===== src/rtl/sonar_pkg.sv =====
// Shared definitions for the sonar serial link.
// The transmitter and this receiver both use the record character
// constants. This package also holds the receiver and parser state
// encodings and a digit-classification helper.
package sonar_pkg;

    localparam logic [6:0] CHAR_SEP  = 7'h2C;  // ','
    localparam logic [6:0] CHAR_FIM  = 7'h23;  // '#'
    localparam logic [6:0] CHAR_ZERO = 7'h30;  // '0'
    localparam logic [6:0] CHAR_NOVE = 7'h39;  // '9'

    // The parser state code is exported on db_estado, so the values are pinned here.
    typedef enum logic [3:0] {
        A2     = 4'd0,
        A1     = 4'd1,
        A0     = 4'd2,
        SEP    = 4'd3,
        D2     = 4'd4,
        D1     = 4'd5,
        D0     = 4'd6,
        TERM   = 4'd7,
        RESYNC = 4'd8
    } estado_parser_t;

    typedef enum logic [2:0] {
        IDLE     = 3'd0,
        START    = 3'd1,
        DADOS    = 3'd2,
        PARIDADE = 3'd3,
        STOP     = 3'd4
    } estado_rx_t;

    function automatic logic ehDigito(input logic [6:0] c);
        return (c >= CHAR_ZERO) && (c <= CHAR_NOVE);
    endfunction

endpackage


===== src/rtl/sonar_rx_registro_if.sv =====
// Bundle of the serial line and the decoded record outputs.
//   rxd           serial line into the receiver (idle high)
//   angulo        BCD angle of the last valid record
//   distancia     BCD distance of the last valid record
//   pronto        one-cycle strobe when angulo/distancia update
//   erro_paridade one-cycle strobe on a parity error
//   erro_formato  one-cycle strobe on a stop-bit or character error
//   db_estado     parser state code
// The slave modport is the receiver side; the master modport is the line driver/observer side.
interface sonar_rx_registro_if;

    logic        rxd;
    logic [11:0] angulo;
    logic [11:0] distancia;
    logic        pronto;
    logic        erro_paridade;
    logic        erro_formato;
    logic [3:0]  db_estado;

    modport master (
        output rxd,
        input  angulo, distancia, pronto, erro_paridade, erro_formato, db_estado
    );

    modport slave (
        input  rxd,
        output angulo, distancia, pronto, erro_paridade, erro_formato, db_estado
    );

endinterface


===== src/rtl/sonar_rx_registro_rx.sv =====
// 7O1 character receiver: 2-flop synchronizer, bit timing and frame FSM.
// It also checks odd parity and the stop bit.
//   clock, reset  system clock, asynchronous active-high reset
//   rxd           raw serial line (asynchronous, idle high)
//   dados         received 7-bit character
//   valido        one-cycle strobe, the cycle after the stop-bit sample
//   ok_par        odd parity held for this character
//   ok_stop       stop bit was high
module rx_serial_7O1
    import sonar_pkg::*;
#(
    parameter int CLKS_PER_BIT = 434,
    parameter int N_BAUD       = 9
) (
    input  logic       clock,
    input  logic       reset,
    input  logic       rxd,
    output logic [6:0] dados,
    output logic       valido,
    output logic       ok_par,
    output logic       ok_stop
);

    localparam logic [N_BAUD-1:0] CNT_MEIO = N_BAUD'(CLKS_PER_BIT / 2 - 1);
    localparam logic [N_BAUD-1:0] CNT_BIT  = N_BAUD'(CLKS_PER_BIT - 1);

    logic             sync1_q, sync2_q, prev_q;
    estado_rx_t       estado_q, estado_d;
    logic [N_BAUD-1:0] cnt_q, cnt_d;
    logic [2:0]       bitIdx_q, bitIdx_d;
    logic [6:0]       shift_q, shift_d;
    logic             par_q, par_d;
    logic [6:0]       dados_q, dados_d;
    logic             valido_q, valido_d;
    logic             okPar_q, okPar_d;
    logic             okStop_q, okStop_d;
    logic             fimBit;

    // Synchronizer and previous-sample flop reset high, so reset looks like an idle line
    // and cannot fake a start edge.
    always_ff @(posedge clock or posedge reset) begin
        if (reset) begin
            sync1_q <= 1'b1;
            sync2_q <= 1'b1;
            prev_q  <= 1'b1;
        end else begin
            sync1_q <= rxd;
            sync2_q <= sync1_q;
            prev_q  <= sync2_q;
        end
    end

    always_ff @(posedge clock or posedge reset) begin
        if (reset) begin
            estado_q <= IDLE;
            cnt_q    <= '0;
            bitIdx_q <= '0;
            shift_q  <= '0;
            par_q    <= 1'b0;
            dados_q  <= '0;
            valido_q <= 1'b0;
            okPar_q  <= 1'b0;
            okStop_q <= 1'b0;
        end else begin
            estado_q <= estado_d;
            cnt_q    <= cnt_d;
            bitIdx_q <= bitIdx_d;
            shift_q  <= shift_d;
            par_q    <= par_d;
            dados_q  <= dados_d;
            valido_q <= valido_d;
            okPar_q  <= okPar_d;
            okStop_q <= okStop_d;
        end
    end

    // Detect the start edge, then sample at half a bit.
    // After that, sample one full bit period apart.
    // The stop sample returns straight to IDLE, so a start bit right behind
    // a single stop bit is still caught.
    always_comb begin
        estado_d = estado_q;
        cnt_d    = cnt_q;
        bitIdx_d = bitIdx_q;
        shift_d  = shift_q;
        par_d    = par_q;
        dados_d  = dados_q;
        okPar_d  = okPar_q;
        okStop_d = okStop_q;
        valido_d = 1'b0;
        fimBit   = (cnt_q == CNT_BIT);

        case (estado_q)
            IDLE: begin
                cnt_d = '0;
                if (prev_q && !sync2_q) begin
                    estado_d = START;
                end
            end
            START: begin
                if (cnt_q == CNT_MEIO) begin
                    cnt_d    = '0;
                    bitIdx_d = '0;
                    estado_d = sync2_q ? IDLE : DADOS;
                end else begin
                    cnt_d = cnt_q + N_BAUD'(1);
                end
            end
            DADOS: begin
                if (fimBit) begin
                    cnt_d   = '0;
                    shift_d = {sync2_q, shift_q[6:1]};
                    if (bitIdx_q == 3'd6) begin
                        estado_d = PARIDADE;
                    end else begin
                        bitIdx_d = bitIdx_q + 3'd1;
                    end
                end else begin
                    cnt_d = cnt_q + N_BAUD'(1);
                end
            end
            PARIDADE: begin
                if (fimBit) begin
                    cnt_d    = '0;
                    par_d    = sync2_q;
                    estado_d = STOP;
                end else begin
                    cnt_d = cnt_q + N_BAUD'(1);
                end
            end
            STOP: begin
                if (fimBit) begin
                    cnt_d    = '0;
                    dados_d  = shift_q;
                    okPar_d  = ^{shift_q, par_q};
                    okStop_d = sync2_q;
                    valido_d = 1'b1;
                    estado_d = IDLE;
                end else begin
                    cnt_d = cnt_q + N_BAUD'(1);
                end
            end
            default: estado_d = IDLE;
        endcase
    end

    assign dados   = dados_q;
    assign valido  = valido_q;
    assign ok_par  = okPar_q;
    assign ok_stop = okStop_q;

endmodule


===== src/rtl/sonar_rx_registro.sv =====
// Sonar record receiver: parses "AAA,DDD#" records from the 7O1 stream.
// Each complete, error-free record is presented as two 12-bit BCD words.
//   clock, reset  system clock, asynchronous active-high reset
//   bus           slave side of sonar_rx_registro_if (rxd in, record/status out)
module sonar_rx_registro
    import sonar_pkg::*;
#(
    parameter int CLKS_PER_BIT = 434,
    parameter int N_BAUD       = 9
) (
    input  logic                 clock,
    input  logic                 reset,
    sonar_rx_registro_if.slave   bus
);

    logic [6:0] dados;
    logic       valido, okPar, okStop;

    rx_serial_7O1 #(
        .CLKS_PER_BIT (CLKS_PER_BIT),
        .N_BAUD       (N_BAUD)
    ) u_rx (
        .clock   (clock),
        .reset   (reset),
        .rxd     (bus.rxd),
        .dados   (dados),
        .valido  (valido),
        .ok_par  (okPar),
        .ok_stop (okStop)
    );

    estado_parser_t estado_q, estado_d;
    logic [11:0]    sombraAng_q, sombraAng_d;
    logic [11:0]    sombraDist_q, sombraDist_d;
    logic [11:0]    angulo_q, angulo_d;
    logic [11:0]    distancia_q, distancia_d;
    logic           pronto_q, pronto_d;
    logic           erroPar_q, erroPar_d;
    logic           erroFmt_q, erroFmt_d;

    always_ff @(posedge clock or posedge reset) begin
        if (reset) begin
            estado_q     <= A2;
            sombraAng_q  <= '0;
            sombraDist_q <= '0;
            angulo_q     <= '0;
            distancia_q  <= '0;
            pronto_q     <= 1'b0;
            erroPar_q    <= 1'b0;
            erroFmt_q    <= 1'b0;
        end else begin
            estado_q     <= estado_d;
            sombraAng_q  <= sombraAng_d;
            sombraDist_q <= sombraDist_d;
            angulo_q     <= angulo_d;
            distancia_q  <= distancia_d;
            pronto_q     <= pronto_d;
            erroPar_q    <= erroPar_d;
            erroFmt_q    <= erroFmt_d;
        end
    end

    // Digits go to shadow registers, so a damaged record never reaches the outputs.
    // Only a good '#' in TERM publishes them.
    // Any error goes to RESYNC, which waits silently for the next good '#'.
    always_comb begin
        estado_d     = estado_q;
        sombraAng_d  = sombraAng_q;
        sombraDist_d = sombraDist_q;
        angulo_d     = angulo_q;
        distancia_d  = distancia_q;
        pronto_d     = 1'b0;
        erroPar_d    = 1'b0;
        erroFmt_d    = 1'b0;

        if (valido) begin
            if (estado_q == RESYNC) begin
                if (okPar && okStop && dados == CHAR_FIM) begin
                    estado_d = A2;
                end
            end else if (!okPar || !okStop) begin
                erroPar_d = !okPar;
                erroFmt_d = !okStop;
                estado_d  = RESYNC;
            end else begin
                case (estado_q)
                    A2, A1, A0, D2, D1, D0: begin
                        if (ehDigito(dados)) begin
                            case (estado_q)
                                A2:      sombraAng_d[11:8]  = dados[3:0];
                                A1:      sombraAng_d[7:4]   = dados[3:0];
                                A0:      sombraAng_d[3:0]   = dados[3:0];
                                D2:      sombraDist_d[11:8] = dados[3:0];
                                D1:      sombraDist_d[7:4]  = dados[3:0];
                                default: sombraDist_d[3:0]  = dados[3:0];
                            endcase
                            estado_d = estado_parser_t'(estado_q + 4'd1);
                        end else begin
                            erroFmt_d = 1'b1;
                            estado_d  = RESYNC;
                        end
                    end
                    SEP: begin
                        if (dados == CHAR_SEP) begin
                            estado_d = D2;
                        end else begin
                            erroFmt_d = 1'b1;
                            estado_d  = RESYNC;
                        end
                    end
                    TERM: begin
                        if (dados == CHAR_FIM) begin
                            angulo_d    = sombraAng_q;
                            distancia_d = sombraDist_q;
                            pronto_d    = 1'b1;
                            estado_d    = A2;
                        end else begin
                            erroFmt_d = 1'b1;
                            estado_d  = RESYNC;
                        end
                    end
                    default: estado_d = RESYNC;
                endcase
            end
        end
    end

    assign bus.angulo        = angulo_q;
    assign bus.distancia     = distancia_q;
    assign bus.pronto        = pronto_q;
    assign bus.erro_paridade = erroPar_q;
    assign bus.erro_formato  = erroFmt_q;
    assign bus.db_estado     = estado_q;

endmodule


===== src/flat_wrapper.sv =====
// flat-port wrapper written by rule: the top's interface ports become plain ports
module sonar_rx_registro_flat import sonar_pkg::*;
#(
    parameter int CLKS_PER_BIT = 434,
    parameter int N_BAUD       = 9
)
  (clock, reset, bus_rxd, bus_angulo, bus_distancia, bus_pronto, bus_erro_paridade, bus_erro_formato, bus_db_estado);
  sonar_rx_registro_if bus_i ();
  input  logic clock;
  input  logic reset;
  input wire logic [$bits(bus_i.rxd)-1:0] bus_rxd;
  output wire logic [$bits(bus_i.angulo)-1:0] bus_angulo;
  output wire logic [$bits(bus_i.distancia)-1:0] bus_distancia;
  output wire logic [$bits(bus_i.pronto)-1:0] bus_pronto;
  output wire logic [$bits(bus_i.erro_paridade)-1:0] bus_erro_paridade;
  output wire logic [$bits(bus_i.erro_formato)-1:0] bus_erro_formato;
  output wire logic [$bits(bus_i.db_estado)-1:0] bus_db_estado;
  assign bus_i.rxd = bus_rxd;
  assign bus_angulo = bus_i.angulo;
  assign bus_distancia = bus_i.distancia;
  assign bus_pronto = bus_i.pronto;
  assign bus_erro_paridade = bus_i.erro_paridade;
  assign bus_erro_formato = bus_i.erro_formato;
  assign bus_db_estado = bus_i.db_estado;
  sonar_rx_registro #(.CLKS_PER_BIT(CLKS_PER_BIT), .N_BAUD(N_BAUD)) u_core (.clock(clock), .reset(reset), .bus(bus_i));
endmodule

===== config.mk =====
export PLATFORM = sky130hd
export DESIGN_NAME = sonar_rx_registro_flat
export DESIGN_NICKNAME = d
export VERILOG_FILES = /design/src/rtl/sonar_pkg.sv /design/src/rtl/sonar_rx_registro_if.sv /design/src/rtl/sonar_rx_registro_rx.sv /design/src/rtl/sonar_rx_registro.sv /design/src/flat_wrapper.sv
export SDC_FILE = /design/constraint.sdc
export NUM_CORES = 1
export LEC_CHECK = 0
export CAP_MARGIN = 20
export CORE_UTILIZATION = 52
export CTS_CLUSTER_DIAMETER = 80
export DETAILED_ROUTE_END_ITERATION = 10
export HOLD_SLACK_MARGIN = 0.05
export PLACE_DENSITY = 0.75
export SETUP_SLACK_MARGIN = 0.1
export SLEW_MARGIN = 20
export SYNTH_ARGS = -nofsm -noshare
export SYNTH_HDL_FRONTEND = slang
export SYNTH_SLANG_ARGS = --single-unit

===== constraint.sdc =====
create_clock -name clock -period 3.04 [get_ports clock]
set_clock_uncertainty 0.1 [all_clocks]
set_input_delay 0.608 -clock clock [delete_from_list [all_inputs] [get_ports clock]]
set_output_delay 0.608 -clock clock [all_outputs]
set_load 0.03 [all_outputs]

* Word level (Yosys, flattened, before mapping)
Cells that the tools add are included.
Storage, ports and cells: register bits 91, output and inout port bits 31, ROM bits 0, input bits 3, logic and storage cells 125, memory bits (writable) 0, memories kept 0, bits in latches 0
Operators by class: multiply operators 0, add/sub/neg operators 3, shift operators 0, bitwise gates (word level) 3, eq/ne operators 25, mux-type cells 39, order comparisons 2, reduce and logical (&&, ||, !) cells 29, div/mod/pow operators 0
Operators by type and width (count):
- $reduce_and A6 Y1 | 7
- $mux W3 | 9
- $pmux W9 S3 | 1
- $mux W4 | 6
- $mux W9 | 2
- $eq A4 B3 Y1 const B | 4
- $mux W1 | 16
- $ne A2 B2 Y1 const B | 8
- $pmux W3 S5 | 1
- $eq A7 B6 Y1 const B | 2
- $pmux W4 S3 | 1
- $add A9 B1 Y9 const B | 1
- $eq A9 B8 Y1 const B | 1
- $eq A9 B9 Y1 const B | 1
- $eq A4 B2 Y1 const B | 2
- $reduce_and A2 Y1 | 4
- $reduce_xor A8 Y1 | 1
- $ge A7 B6 Y1 const B | 1
- $le A7 B6 Y1 const B | 1
- $eq A3 B2 Y1 const B | 2
- $eq A3 B3 Y1 const B | 2
- $pmux W3 S2 | 1
- $reduce_or A6 Y1 | 1
- $reduce_and A5 Y1 | 1
- other kinds (18) | 25

* Depth between registers and ports, before layout
word-level depth 7, gate-level depth with buffers 7, mapped depth without buffers 6

* Hierarchy
Synthesis repeated with hierarchy kept, for this count alone.
Second synthesis, totals: cells, all modules 323, area, all modules 4259.1 sq um
By module, submodules not included:
- sonar_rx_registro | instances 1, area an instance 2349.8 sq um, sequential area each 1376.3 sq um, cells an instance 163
- rx_serial_7O1 | instances 1, area an instance 1909.3 sq um, sequential area each 904.6 sq um, cells an instance 160

* Least setup slack after synthesis
No wires, ideal clock.
path type reg2reg, start point register u_core.u_rx.cnt_q[0], end point register u_core.u_rx.bitIdx_q[1], cell stages (with the launch flop) 7, arrival time 1756 ps, setup time 128 ps, buffers on the path 0, path slack 1056 ps, period minus slack after synthesis 1984 ps, required time 2812 ps, cells stage by stage dfrtp_1 > inv_1 > ha_1 > nand4b_1 > o41a_4 > nor3_4 > mux2_1
Between the ends: cells in the longest elaborated chain, start to end 3, elaborated cells on any way between the ends 5, those cells by class eq/ne: 4; reduce/logical: 1
RTL lines:
- from (decl) | line sonar_rx_registro_rx.sv:29 | logic [N_BAUD-1:0] cnt_q, cnt_d;
- from (signal assigned) | line sonar_rx_registro_rx.sv:66 | cnt_q <= cnt_d;
- $eq A9 B8 Y1 / $eq A9 B9 Y1 (equally long branches) | line sonar_rx_registro_rx.sv:101, sonar_rx_registro_rx.sv:91
- $ne A2 B2 Y1 (no line)
- $reduce_and A4 Y1 (no line) *
- to (signal assigned) | line sonar_rx_registro_rx.sv:67 | bitIdx_q <= bitIdx_d;
- to (decl) | line sonar_rx_registro_rx.sv:30 | logic [2:0] bitIdx_q, bitIdx_d;
Mark *: on every way between the ends. The rest lies on a longest branch, timed or not. A chain may end at the register's enable or synchronous reset.

* Final worst setup path
start point register u_core.estado_q[2], in the netlist u_core.bus.db_estado[2], end point output port bus_db_estado[2]
RTL lines:
- from (decl) | line sonar_rx_registro.sv:32 | estado_parser_t estado_q, estado_d;
- from (signal assigned) | line sonar_rx_registro.sv:52 | estado_q <= estado_d;
- to (decl) | line flat_wrapper.sv:17 | output wire logic [$bits(bus_i.db_estado)-1:0] bus_db_estado;
No word-level cell between the ends.

==> flow_summary.toml <==
[outcome]
outcome = "complete, no violations"

[grt]
met2_usage_pct = 30.3
met1_usage_pct = 26.8
gr-usage-all-layers_pct = 19.2
grt_antenna_before_repair = 0
grt_pass1_wl_mm = 12.8
met3_usage_pct = 2.74
grt_pass1_vias = 2601
gr-total-overflow = 0
grt_start_max_net_pins = 92
busiest_layer = "met2"

[power]
finalPower_mw = 2.34
p_leak_nw = 2.29
ir_drop_v = 0.000272
powerDensity_nw_per_um2 = 489

[setup_path]
cp-startpoint = "u_core.bus.db_estado[2]"
critical_path.top_delay_family = "buffers and inverters"
worstRegToRegCells = 4
worstPathArrival_ps = 1580
cp_data_required_time_ps = 2330
crit_path_cell_trace = "clkdlybuf4s50_1"
critical_path.startpoint_type = "flip-flop"
critical_path_buf_inv_count = 1
crit_fanout = 10
r2r-start = "u_core.u_rx.dados[3]"
r2r-end = "u_core.bus.distancia[10]"
cp_slowest_cell = "clkdlybuf4s50_1"
cp-end-kind = "output pin"
rrSetupSlack_ps = 850
criticalPathCategory = "reg2out"
slowest_delay_ps = 730

[min_path]
min_path_type = "reg2reg"
hold_depth = 0
hold_end = "u_core.u_rx.sync2_q"
min_from = "u_core.u_rx.sync1_q"

[synthesis]
synth_nets = 336
synth_common_cells = "dfrtp_1, mux2_1, nand2_1"
yosysUniqueCellTypes = 53
synth_top_area_share_pct = 52.4
yosysWarningCount = 0
ys_seq_area_share_pct = 54.2
synth-seq-cells = 91
synthArstFlopShare_pct = 100
yosys.area.top_type = "dfrtp_1"
yosysMostFrequentCell = "dfrtp_1"
synth_edf_count = 0
syn_avg_cell_area_um2 = 13.0
syn_area_um2 = 4210
synthCells = 324
synth_area_leaders = "dfrtp_1, mux2_1, mux2_4"
synth_flop_cell = "dfrtp_1"

[clocking]
cts_tree = "built"
numCtsBuffers = 9
insertion_delay_ps = 340
h-tree-depth = 3
clock_sinks = 91
ctsRootBufferMaster = "clkbuf_8"
postCtsHoldBufs = 0
cts_buffer_depth = 2
postCtsSetupBuffers = 0
cts_resized = 0
path_clk_slew_ps = 80

[timing]
maxSlewHeadroom_pct = 54.6
finalCritPeriodShare_pct = 75.4
worstMarginPinSlew_ps = 680
finalSetupViolations = 0
slew_viol_final = 0
period_needed_ps = 2290
finalSetupTns_ps = 0
rsz0062_at_grt = "false"
finalHoldViolCount = 0
fmax_ghz = 0.436

[routing]
drc = 0
drt_iter0_drc = 114
vias = 2594
wirelength_mm = 7.19
wl_per_cell_um = 15.6
drt_first_pass_iters = 4
avgViaCountPerCell = 5.61
ant_nets = 0

[placement]
dp_hpwl_mm = 4.91
gp_congestion = 0.849
portBuffers = 33

[floorplanning]
die_y_um = 91.9
rows = 32
ios = 34
fp.dieArea_um2 = 8450
start_util_pct = 54.1
core_um2 = 7770
die_x_um = 91.9

[layout]
area_growth_pct = 14.0
drive_above_1_share_pct = 12.5
diodes = 0
fin_nets = 369

[flow_run]
drv_cap = 0
## state kept, by name (all words and copies together), names as in the netlist, 3 cells and up
name / cells
u_core.u_rx.dados: 7
u_core.sombraDist_q: 12
u_core.u_rx.bitIdx_q: 3
u_core.u_rx.shift_q: 7
u_core.bus.angulo: 12
u_core.bus.db_estado: 4
u_core.bus.distancia: 12
u_core.u_rx.cnt_q: 9
u_core.sombraAng_q: 12
u_core.u_rx.estado_q: 3
## where the power goes
group,internal (mW),switching [mW],leakage (nW),total (mW)
registers,1.25,0.0544,1.26,1.31
clock network,0.373,0.396,0.0844,0.769
logic,0.103,0.166,0.945,0.269
## logic make-up (layout without fill, tap and decap cells)
kind of cell               count (synthesis)  count (layout)  synth area share (%)
and+or+nand+nor                           90              90                  12.7
DFF                                       91              91                  54.2
buffers and inverters                     22              58                  2.62
xor gates and xnor gates                   9               9                  1.87
adders and majority gates                  9               9                  2.68
AOI/OAI and AO/OA                         36              36                  6.25
muxes                                     67              67                  19.7
## layout by cell type (no fill, tap or decap), types with 9 or more instances in the layout
cell type,instances
nand2_1,26
xnor2_1,9
mux2_4,20
dfrtp_1,88
mux2_1,45
ha_1,9
nor2_1,11
clkbuf_8,9
clkdlybuf4s50_1,33
inv_1,9
## metrics by stage
step / cell area, um^2 / hold WS (ps) / setup WS [ps] / std cells / utilization [%]
finish: 4800 / 261 / 749 / 462 / 61.7
global route: 4800 / 263 / 706 / 462 / 61.7
CTS: 4800 / 262 / 743 / 462 / 61.7
detailed placement: 4610 / 248 / 853 / 448 / 59.4
global placement: 4610 / 246 / 903 / 448 / 59.4
floorplan: 4210 / 245 / 1060 / 324 / -
## layout make-up
cell class | count | area, um^2
Sequential cell | 91 | 2280
Inverter | 10 | 41.3
Timing Repair Buffer | 34 | 350
Clock inverter | 4 | 53.8
Fill cell | 629 | 2970
Clock buffer | 10 | 128
Tap cell | 102 | 128
Multi-Input combinational cell | 211 | 1810
## per-layer routing
| metal | routed length, um | vias up |
|---|---|---|
| met5 | 0 | - |
| met4 | 65 | 0 |
| met3 | 237 | 6 |
| met2 | 3480 | 49 |
| met1 | 3400 | 1304 |
| li1 | - | 1235 |
## worst max path at each step
| stage | end | cells after the start |
|---|---|---|
| final | bus_db_estado[2] | 1 |
| after detailed placement | u_core.bus.distancia[8] | 4 |
| after floorplan | u_core.u_rx.bitIdx_q[1] | 6 |
| after global routing | bus_db_estado[2] | 1 |
| after CTS | bus_db_estado[2] | 1 |
| after global placement | u_core.bus.distancia[10] | 4 |
Note: power is estimated with default switching activity, not from simulation.
